<file path="src/rtl/multi_nch_disp.sv">
// N-channel seven-segment display multiplexer with a registered channel-0
// word, manual select and masked auto-scan on a fixed dwell.
module multi_nch_disp #(
  parameter int CH    = 8,
  parameter int DW    = 32,
  parameter int PW    = DW / 4,
  parameter int DWELL = 4,
  parameter int SW    = $clog2(CH)
) (
  input  logic             clk,
  input  logic             rst,
  input  logic             EN,
  input  logic             auto,
  input  logic [SW-1:0]    Test,
  input  logic [CH-1:0]    mask,
  input  logic [CH*DW-1:0] data_in,
  input  logic [CH*PW-1:0] point_in,
  input  logic [CH*PW-1:0] LES,
  output logic [DW-1:0]    Disp_num,
  output logic [PW-1:0]    point_out,
  output logic [PW-1:0]    LE_out,
  output logic [SW-1:0]    cur_ch,
  output logic             ch_tick
);

  localparam int CW = (DWELL > 1) ? $clog2(DWELL) : 1;
  localparam logic [CW-1:0] CNT_MAX = CW'(DWELL - 1);

  logic [DW-1:0] ch0_reg;
  logic [CW-1:0] cnt;
  logic [CW-1:0] cnt_next;
  logic [SW-1:0] sel_next;
  logic [SW-1:0] nxt_masked;
  logic [SW-1:0] cand;
  logic          found;
  logic          tick_next;
  logic [DW-1:0] word_next;
  logic [PW-1:0] point_next;
  logic [PW-1:0] le_next;

  // Upward search from cur_ch; the last candidate is cur_ch itself.
  always_comb begin
    nxt_masked = cur_ch;
    cand       = cur_ch;
    found      = 1'b0;
    for (int i = 1; i <= CH; i++) begin
      cand = cur_ch + SW'(i);
      if (!found && mask[cand]) begin
        nxt_masked = cand;
        found      = 1'b1;
      end
    end
  end

  always_comb begin
    sel_next  = cur_ch;
    cnt_next  = '0;
    tick_next = 1'b0;
    if (!auto) begin
      sel_next = Test;
    end else if (cnt != CNT_MAX) begin
      cnt_next = cnt + CW'(1);
    end else if (found) begin
      sel_next  = nxt_masked;
      tick_next = 1'b1;
    end else begin
      sel_next = '0;
    end
  end

  always_comb begin
    word_next  = data_in[int'(sel_next)*DW +: DW];
    point_next = point_in[int'(sel_next)*PW +: PW];
    le_next    = LES[int'(sel_next)*PW +: PW];
    if (sel_next == '0) word_next = ch0_reg;
  end

  always_ff @(posedge clk or posedge rst) begin
    if (rst) begin
      ch0_reg   <= '0;
      cnt       <= '0;
      cur_ch    <= '0;
      ch_tick   <= 1'b0;
      Disp_num  <= '0;
      point_out <= '0;
      LE_out    <= '0;
    end else begin
      if (EN) ch0_reg <= data_in[DW-1:0];
      cnt       <= cnt_next;
      cur_ch    <= sel_next;
      ch_tick   <= tick_next;
      Disp_num  <= word_next;
      point_out <= point_next;
      LE_out    <= le_next;
    end
  end

endmodule

</file>
<file path="config.mk">
export PLATFORM = sky130hd
export DESIGN_NAME = multi_nch_disp
export DESIGN_NICKNAME = d
export VERILOG_FILES = /design/src/rtl/multi_nch_disp.sv
export SDC_FILE = /design/constraint.sdc
export NUM_CORES = 1
export LEC_CHECK = 0
export ABC_CLOCK_PERIOD_IN_PS = 7090
export BUFFER_PORTS_ARGS = -buffer_cell sky130_fd_sc_hd__buf_4
export CORE_AREA = 2 2 175 177
export DETAILED_ROUTE_END_ITERATION = 10
export DIE_AREA = 0 0 177 179
export HOLD_SLACK_MARGIN = 0.05
export PLACE_DENSITY = 0.6
export SYNTH_ARGS = -nofsm -noshare
export SYNTH_HDL_FRONTEND = slang
export SYNTH_SLANG_ARGS = --single-unit
</file>
<file path="constraint.sdc">
create_clock -name clk -period 7.09 [get_ports clk]
set_input_delay 1.418 -clock clk [delete_from_list [all_inputs] [get_ports clk]]
set_output_delay 1.418 -clock clk [all_outputs]
set_load 0.05 [all_outputs]
</file>
=== Word level (Yosys, flattened, before mapping) ===
Cells that the tools add are included.

* Bits of input ports: 399
* Bits in writable memories: 0
* Latch bits: 0
* Bits in read-only memories: 0
* Bits in registers: 86
* Memories kept: 0
* Word-level logic and storage cells: 83

* Multipliers: 0
* Reduce and logical (&&, ||, !) cells: 15
* Magnitude comparators: 8
* Mux-type cells: 41
* Div/mod/pow operators: 0
* Equal/unequal tests: 1
* Bitwise gates (word level): 0
* Shift-type cells: 3
* Add/sub/neg operators: 8

{| class="wikitable"
|+ Operators with widths
! operator !! count
|-
| $shiftx 256x9->32 || 1
|-
| $shiftx 64x7->8 || 2
|-
| $mux 3 || 11
|-
| $lt 3x4->1 const B || 8
|-
| $mux 32 || 1
|-
| $bmux 1 s3 || 8
|-
| $mux 1 || 19
|-
| $add 3x3->3 const B || 4
|-
| $logic_and 1x1->1 || 7
|-
| $logic_not 1->1 || 7
|-
| $add 3x2->3 const B || 2
|-
| $mux 2 || 2
|-
| $add 3x1->3 const B || 1
|-
| $logic_not 3->1 || 1
|-
| $add 2x1->2 const B || 1
|-
| $ne 2x2->1 const B || 1
|}

=== Logic depth before layout (Yosys ltp) ===
Gate-level depths: netlist of the first run.

* Depth after elaboration: 30
* Mapped depth: 17
* Mapped depth without buffers: 12

=== Worst setup path after synthesis of the first run ===
OpenSTA, ideal clock, no wires.

* Path type: register -> register
* Start point: register cur_ch[1]
* End point: register Disp_num[10]
* Arrival time: 4.418 ns
* Slack: 2.533 ns
* Cell stages (with the launch flop): 18
* Cells stage by stage: dfrtp_1 -> buf_6 -> buf_2 -> inv_1 -> ha_1 -> buf_2 -> mux2_2 -> nor3_1 -> a221o_1 -> o21ai_0 -> a221oi_1 -> mux2_4 -> a311oi_4 -> inv_2 -> buf_4 -> buf_6 -> a2111oi_2 -> nor4_1

* Cells in the longest elaborated chain, start to end: 30
* Elaborated cells between the ends (all ways): 59
* Those cells by class: add/sub: 7; shift: 1; mux: 36; reduce/logical: 15

{| class="wikitable"
|+ Ends and longest elaborated chain
! what !! line !! RTL
|-
| start: declaration || 22 || <nowiki>output logic [SW-1:0] cur_ch,</nowiki>
|-
| start signal: assignment || 90 || <nowiki>cur_ch <= sel_next;</nowiki>
|-
| $add 3x1->3 || 47 || <nowiki>cand = cur_ch + SW'(i);</nowiki>
|-
| $bmux 1 s3 || 48 || <nowiki>if (!found && mask[cand]) begin</nowiki>
|-
| $mux 1 (implied by the code) || 48 ||
|-
| $mux 1 || 48 ||
|-
| $logic_not 1->1 || 48 ||
|-
| $logic_and 1x1->1 || 48 ||
|-
| $mux 1 || 48 ||
|-
| $logic_not 1->1 || 48 ||
|-
| [15 not listed] || n/a ||
|-
| $logic_and 1x1->1 || 48 ||
|-
| $mux 3 / $mux 1 (equally long branches) || 48 ||
|-
| $mux 3 || 63 || <nowiki>end else if (found) begin</nowiki>
|-
| $mux 3 * || 61 || <nowiki>end else if (cnt != CNT_MAX) begin</nowiki>
|-
| $mux 3 * || 59 || <nowiki>if (!auto) begin</nowiki>
|-
| $shiftx 256x9->32 / $logic_not 3->1 (equally long branches) || 72, 75 ||
|-
| $mux 32 * || 75 || <nowiki>if (sel_next == '0) word_next = ch0_reg;</nowiki>
|-
| via word_next[10] || 37 || <nowiki>logic [DW-1:0] word_next;</nowiki>
|-
| end signal: assignment || 92 || <nowiki>Disp_num <= word_next;</nowiki>
|-
| end: declaration || 19 || <nowiki>output logic [DW-1:0] Disp_num,</nowiki>
|}

Mark *: on every way through the listed nets, which the timed path passes. The rest lies on a longest branch. The select of a mux whose other input is x is not followed.
A chain may end at the register's enable or synchronous reset.

=== Final worst setup path of the first run ===
* Start point: register cur_ch[1]
* End point: register Disp_num[15]

Same word-level chain as after synthesis.

==> results.sh, run 1 <==
export IMPL_critical_path_required_ps=7290
export IMPL_cts_root_buf="clkbuf_16"
export IMPL_status="completed"
export IMPL_cts_max_level=3
export IMPL_viasPerCell=5.61
export IMPL_max_cap_violations=0
export IMPL_ys_warn_count=0
export IMPL_power_frac_seq=0.232
export IMPL_min_path_type="flip-flop to flip-flop"
export IMPL_clockBufferDepth=2
export IMPL_cpPeakStageDelay_ps=990
export IMPL_switching_share=0.490
export IMPL_rrSetupSlack_ps=1250
export IMPL_clk_pin_slew_ps=80
export IMPL_totalWireLength_um=35000
export IMPL_async_reset_ff_frac=1.00
export IMPL_end_kind="flip-flop"
export IMPL_clkSinkCount=86
export IMPL_cp_max_fo=88
export IMPL_ctsResizeCount=0
export IMPL_crit_slowest_cell="dfrtp_1"
export IMPL_fillCellCount=3051
export IMPL_r2r_start="cur_ch[1]$_DFF_PP0_"
export IMPL_start_util=0.258
export IMPL_cts_made_buffers=9
export IMPL_grt_max_degree=193
export IMPL_cts_tree="built"
export IMPL_critPathLaunchType="flip-flop"
export IMPL_whs_ps=451
export IMPL_peakVddDrop_mv=0.173
export IMPL_die_w_um=177
export IMPL_min_period_over_period=0.824
export IMPL_path_class="flip-flop to flip-flop"
export IMPL_p_comb_frac=0.590
export IMPL_postCtsSetupBuffers=0
export IMPL_grt_usage=0.209
export IMPL_place_ws_ps=1240
export IMPL_slew_viol_final=0
export IMPL_dp_cells=1536
export IMPL_clk_latency_ps=350
export IMPL_tns_ps=0
export IMPL_syn_cell_area_um2=7740
export IMPL_drt_iter0_drc=515
export IMPL_period_needed_ps=5840
export IMPL_synth_cell_types=57
export IMPL_layout_setup_ws_ps=1250
export IMPL_total_power_mw=3.00
export IMPL_grt_pass1_wl_um=51600
export IMPL_fin_util=0.385
export IMPL_tightest_slew_ps=1130
export IMPL_first_pass_iters=5
export IMPL_r2r_end="Disp_num[15]$_DFF_PP0_"
export IMPL_slew_headroom=0.244
export IMPL_finalNonFillerCells=1552
export IMPL_min_from="cnt[0]$_DFF_PP0_"
export IMPL_r2r_cells=12
export IMPL_nNetsFinal=1553
export IMPL_fmax_mhz=171
export IMPL_areaGrowthSynthToFinish_pct=49.4
export IMPL_port_buffers=450
export IMPL_place_area_um2=11300
export IMPL_netlist_instances=796
export IMPL_num_rows=64
export IMPL_internal_power_mw=1.53
export IMPL_hold_path_depth=1
export IMPL_grt_pass1_vias=8716
export IMPL_core_um2=30000
export IMPL_grt_ovfl_total=0
export IMPL_dpl_hpwl_um=23900
export IMPL_fin_skew_ps=10.3
export IMPL_ys_ff_latch=86
export IMPL_syn_num_nets=1198
export IMPL_finalInstanceArea_um2=11600
export IMPL_arrival_ps=6040
export IMPL_cts_hold_buffers=0
export IMPL_fp_dieH_um=179
export IMPL_critPathTopFamily="compound AO/OA/AOI/OAI gates"
export IMPL_clkPwrFrac=0.178
export IMPL_ys_seq_area_frac=0.278
export IMPL_synth_avg_cell_area_um2=9.73
export IMPL_finalHoldViolations=0
export IMPL_power_per_cell_area_nw_per_um2=259
export IMPL_gp_congestion=0.814
export IMPL_dieArea_um2=31700
export IMPL_antenna_cells=0
export IMPL_final_cell_mix="buf_4, a21boi_0, a2111oi_0"
export IMPL_io_pins=451
export IMPL_cp_num_buf_inv=2
export IMPL_ant_nets=0
export IMPL_antenna_found_initial=0
export IMPL_drc=0
export IMPL_drive_above_1_share=0.494
export IMPL_num_vias=8710
export IMPL_synthFlopType="dfrtp_1"
export IMPL_synth_edf_count=0
export IMPL_crit_chain="inv_1 > ha_1 > nor2b_1 > a211oi_2 > a221oi_2 > nor4_2 > nand2_1 > o311a_4 > and2_4 > buf_4 > a2111oi_0 > nor4_1"
export IMPL_finalSetupViolCount=0
export IMPL_hold_end="cnt[0]$_DFF_PP0_"
export IMPL_p_leak_nw=4.57
export IMPL_switchingPower_mw=1.47
export IMPL_rsz0062_at_grt="no"
export IMPL_routedWlPerCell_um=22.5
export IMPL_final_common_cell="buf_4"
## cell usage after synthesis, drive strengths merged (2+ instances only)
master	number	area share
nand2	10	0.0048
mux2	39	0.057
nor2	6	0.0029
nor3b	3	0.0029
or2	2	0.0016
a31oi	2	0.0016
xor2	3	0.0034
a2111oi	192	0.24
nor4	50	0.043
a221oi	4	0.0084
inv	9	0.0044
buf	26	0.021
mux4	7	0.020
ha	3	0.0048
a211oi	3	0.0036
o2bb2ai	2	0.0023
nor2b	4	0.0032
nand2b	3	0.0024
dfrtp	86	0.28
xnor2	2	0.0032
a21oi	9	0.0058
mux2i	13	0.017
a21boi	192	0.19
nor3	7	0.0052
or3	2	0.0016
a221o	2	0.0026
o211ai	3	0.0029
and2	4	0.0032
o21ai	4	0.0026
a311oi	3	0.0057
clkbuf	90	0.044
## kinds of logic after synthesis
family	synth area share
AO/OA/AOI/OAI	0.474
buffers and inverters	0.0692
AND/OR/NAND/NOR	0.0729
flip-flops	0.278
multiplexers	0.0949
XOR/XNOR	0.00663
adder cells (fa/ha/maj)	0.00485
## per-layer routing
metal	routed length, µm	global-route usage	up-vias
met5	0	0	-
met4	796	0.0647	0
met3	2620	0.0439	53
met2	17100	0.347	381
met1	14400	0.271	4209
li1	-	-	4067
## power groups by stage
stage / clock network [mW] / registers, mW / logic [mW]
2_1_floorplan: 0 / 1.11 / 0.761
3_3_place_gp: 0 / 0.706 / 1.77
3_5_place_dp: 0 / 0.705 / 1.77
4_1_cts: 0.561 / 0.698 / 1.77
5_1_grt: 0.575 / 0.711 / 1.89
6_report: 0.533 / 0.697 / 1.77
## area by class of cell
class	count	area [µm²]	share of cell area
Multi-Input combinational cell	585	5070	0.439
Timing Repair Buffer	460	3490	0.302
Sequential cell	86	2150	0.186
Tap cell	396	495	0.0428
Clock buffer	9	225	0.0195
Clock inverter	7	86.3	0.00747
Inverter	9	41.3	0.00357
## worst register-to-register path: stages (launching register included)
cell       delay (ps)
dfrtp_1           990
inv_1             240
ha_1              640
nor2b_1           110
a211oi_2          500
a221oi_2          210
nor4_2            460
nand2_1           170
o311a_4           430
and2_4            420
buf_4             420
a2111oi_0         960
nor4_1            130
## worst max-delay path by stage
stage | startpoint | endpoint | slack, ps | cells past startpoint
after floorplan | cur_ch[1]$_DFF_PP0_ | Disp_num[10]$_DFF_PP0_ | 2530 | 17
after global placement | cur_ch[1]$_DFF_PP0_ | Disp_num[15]$_DFF_PP0_ | 1310 | 12
after detailed placement | cur_ch[1]$_DFF_PP0_ | Disp_num[15]$_DFF_PP0_ | 1240 | 12
after CTS | cur_ch[1]$_DFF_PP0_ | Disp_num[15]$_DFF_PP0_ | 1220 | 12
after global routing | cur_ch[1]$_DFF_PP0_ | Disp_num[15]$_DFF_PP0_ | 800 | 12
final | cur_ch[1]$_DFF_PP0_ | Disp_num[15]$_DFF_PP0_ | 1250 | 12
No activity file was read; power rests on OpenSTA's default activity.
==> inputs of run 2 (changes only) <==
==> config.mk (replaced) <==
export PLATFORM = sky130hd
export DESIGN_NAME = multi_nch_disp
export DESIGN_NICKNAME = d
export VERILOG_FILES = /design/src/rtl/multi_nch_disp.sv
export SDC_FILE = /design/constraint.sdc
export NUM_CORES = 1
export LEC_CHECK = 0
export ABC_CLOCK_PERIOD_IN_PS = 5000
export BUFFER_PORTS_ARGS = -buffer_cell sky130_fd_sc_hd__buf_4
export CORE_AREA = 2 2 178 180
export DETAILED_ROUTE_END_ITERATION = 10
export DIE_AREA = 0 0 180 182
export HOLD_SLACK_MARGIN = 0.05
export PLACE_DENSITY = 0.61
export SYNTH_ARGS = -nofsm -noshare
export SYNTH_HDL_FRONTEND = slang
export SYNTH_SLANG_ARGS = --single-unit
==> constraint.sdc (replaced) <==
create_clock -name clk -period 5 [get_ports clk]
set_input_delay 1 -clock clk [delete_from_list [all_inputs] [get_ports clk]]
set_output_delay 1 -clock clk [all_outputs]
set_load 0.05 [all_outputs]
==> results.sh, run 2 (synthesis gave the netlist of run 1 again) <==
export IMPL_status="completed"
export IMPL_place_ws_ps=57.8
export IMPL_die_w_um=180
export IMPL_drive_above_1_share=0.505
export IMPL_gp_congestion=0.900
export IMPL_cp_max_fo=53
export IMPL_finalSetupViolCount=0
export IMPL_viasPerCell=5.62
export IMPL_layout_setup_ws_ps=276
export IMPL_fp_dieH_um=182
export IMPL_tightest_slew_ps=992
export IMPL_totalWireLength_um=36200
export IMPL_tns_ps=0
export IMPL_first_pass_iters=5
export IMPL_critPathLaunchType="flip-flop"
export IMPL_p_leak_nw=4.73
export IMPL_cts_max_level=3
export IMPL_power_per_cell_area_nw_per_um2=367
export IMPL_port_buffers=450
export IMPL_cts_made_buffers=9
export IMPL_rsz0062_at_grt="no"
export IMPL_total_power_mw=4.36
export IMPL_peakVddDrop_mv=0.184
export IMPL_critical_path_required_ps=5180
export IMPL_grt_max_degree=93
export IMPL_dpl_hpwl_um=26500
export IMPL_final_common_cell="buf_4"
export IMPL_clkSinkCount=86
export IMPL_io_pins=451
export IMPL_drt_iter0_drc=669
export IMPL_drc=0
export IMPL_core_um2=31000
export IMPL_clk_latency_ps=360
export IMPL_antenna_found_initial=1
export IMPL_fin_util=0.383
export IMPL_min_period_over_period=0.945
export IMPL_grt_pass1_wl_um=54500
export IMPL_arrival_ps=4900
export IMPL_dieArea_um2=32800
export IMPL_areaGrowthSynthToFinish_pct=53.2
export IMPL_cts_tree="built"
export IMPL_clk_pin_slew_ps=80
export IMPL_grt_ovfl_total=0
export IMPL_end_kind="flip-flop"
export IMPL_finalHoldViolations=0
export IMPL_start_util=0.250
export IMPL_grt_pass1_vias=9167
export IMPL_ant_nets=0
export IMPL_grt_usage=0.210
export IMPL_max_cap_violations=0
export IMPL_min_path_type="flip-flop to flip-flop"
export IMPL_nNetsFinal=1580
export IMPL_period_needed_ps=4720
export IMPL_final_cell_mix="buf_4, a21boi_0, a2111oi_0"
export IMPL_cts_root_buf="clkbuf_16"
export IMPL_num_vias=8908
export IMPL_fmax_mhz=212
export IMPL_fillCellCount=3147
export IMPL_routedWlPerCell_um=22.8
export IMPL_slew_viol_final=0
export IMPL_clockBufferDepth=2
export IMPL_cts_hold_buffers=0
export IMPL_path_class="flip-flop to flip-flop"
export IMPL_slew_headroom=0.322
export IMPL_fin_skew_ps=16.5
export IMPL_num_rows=65
==> run 2: cell types whose count changed in the layout (fill, tap and decap cells not counted), moves of 2 or more <==
cell       previous run  this run
buf_4               457       478
buf_12                3         9
a2111oi_0           163       160
a2111oi_1             0         3
inv_8                 2         0
==> run 2: layer usage <==
layer / wire length [µm] / vias to the layer above / track usage / part of all wire
met5: 0 / - / 0 / 0
met2: 17800 / 404 / 0.353 / 0.49
li1: - / 4121 / - / -
met1: 15300 / 4344 / 0.273 / 0.42
met4: 753 / 0 / 0.0598 / 0.021
met3: 2340 / 39 / 0.0421 / 0.065
==> run 2: final cells by class <==
cell class / instances / area, µm² / share of cell area
multi-input cells: 585 / 5090 / 0.429
repair buffers: 487 / 3770 / 0.318
flip-flops and latches: 86 / 2150 / 0.181
well taps: 402 / 503 / 0.0424
clock buffers: 9 / 225 / 0.0190
clock inverters: 7 / 77.6 / 0.00654
inverters: 9 / 41.3 / 0.00348
diodes: 1 / 2.50 / 0.000211
==> run 2: what timing repair did <==
item                                    CTS  global route
setup buffers                             0             0
hold endpoints to repair                  0             0
resized for setup                         0             4
endpoints found under the setup margin    0             4
==> run 2: path summary, 6_finish.rpt <==
path | slack (ps) | startpoint | endpoint | depth (start not counted)
worst max-delay path | 280 | cur_ch[0]$_DFF_PP0_ | Disp_num[17]$_DFF_PP0_ | 12
worst min-delay path | 450 | cnt[0]$_DFF_PP0_ | cnt[0]$_DFF_PP0_ | 1
worst max register to register | 280 | cur_ch[0]$_DFF_PP0_ | Disp_num[17]$_DFF_PP0_ | 12
worst min register to register | 450 | cnt[0]$_DFF_PP0_ | cnt[0]$_DFF_PP0_ | 1
max in group asynchronous | 3190 | rst | cur_ch[1]$_DFF_PP0_ | 3
min in group asynchronous | 780 | rst | Disp_num[3]$_DFF_PP0_ | 2
==> run 2: critical path, cell delays in order, from the launching register on <==
cell,delay [ps]
dfrtp_1,370
inv_1,130
ha_1,510
mux2_2,410
nor3_1,320
a221o_1,270
o21ai_0,100
a221oi_1,380
mux2_4,350
a311oi_4,370
inv_4,330
a2111oi_1,820
nor4_1,130
==> run 2: power breakdown <==
part	switching (mW)	internal (mW)
registers	0.0878	0.891
clock network	0.344	0.395
logic	1.68	0.956
==> run 2: through the flow <==
stage          hold WS [ps]  instances  cell area [µm²]
2_1_floorplan           414        796             7740
3_3_place_gp            423       1569            11500
3_5_place_dp            442       1569            11500
4_1_cts                 450       1585            11800
5_1_grt                 464       1585            11900
6_report                449       1586            11900
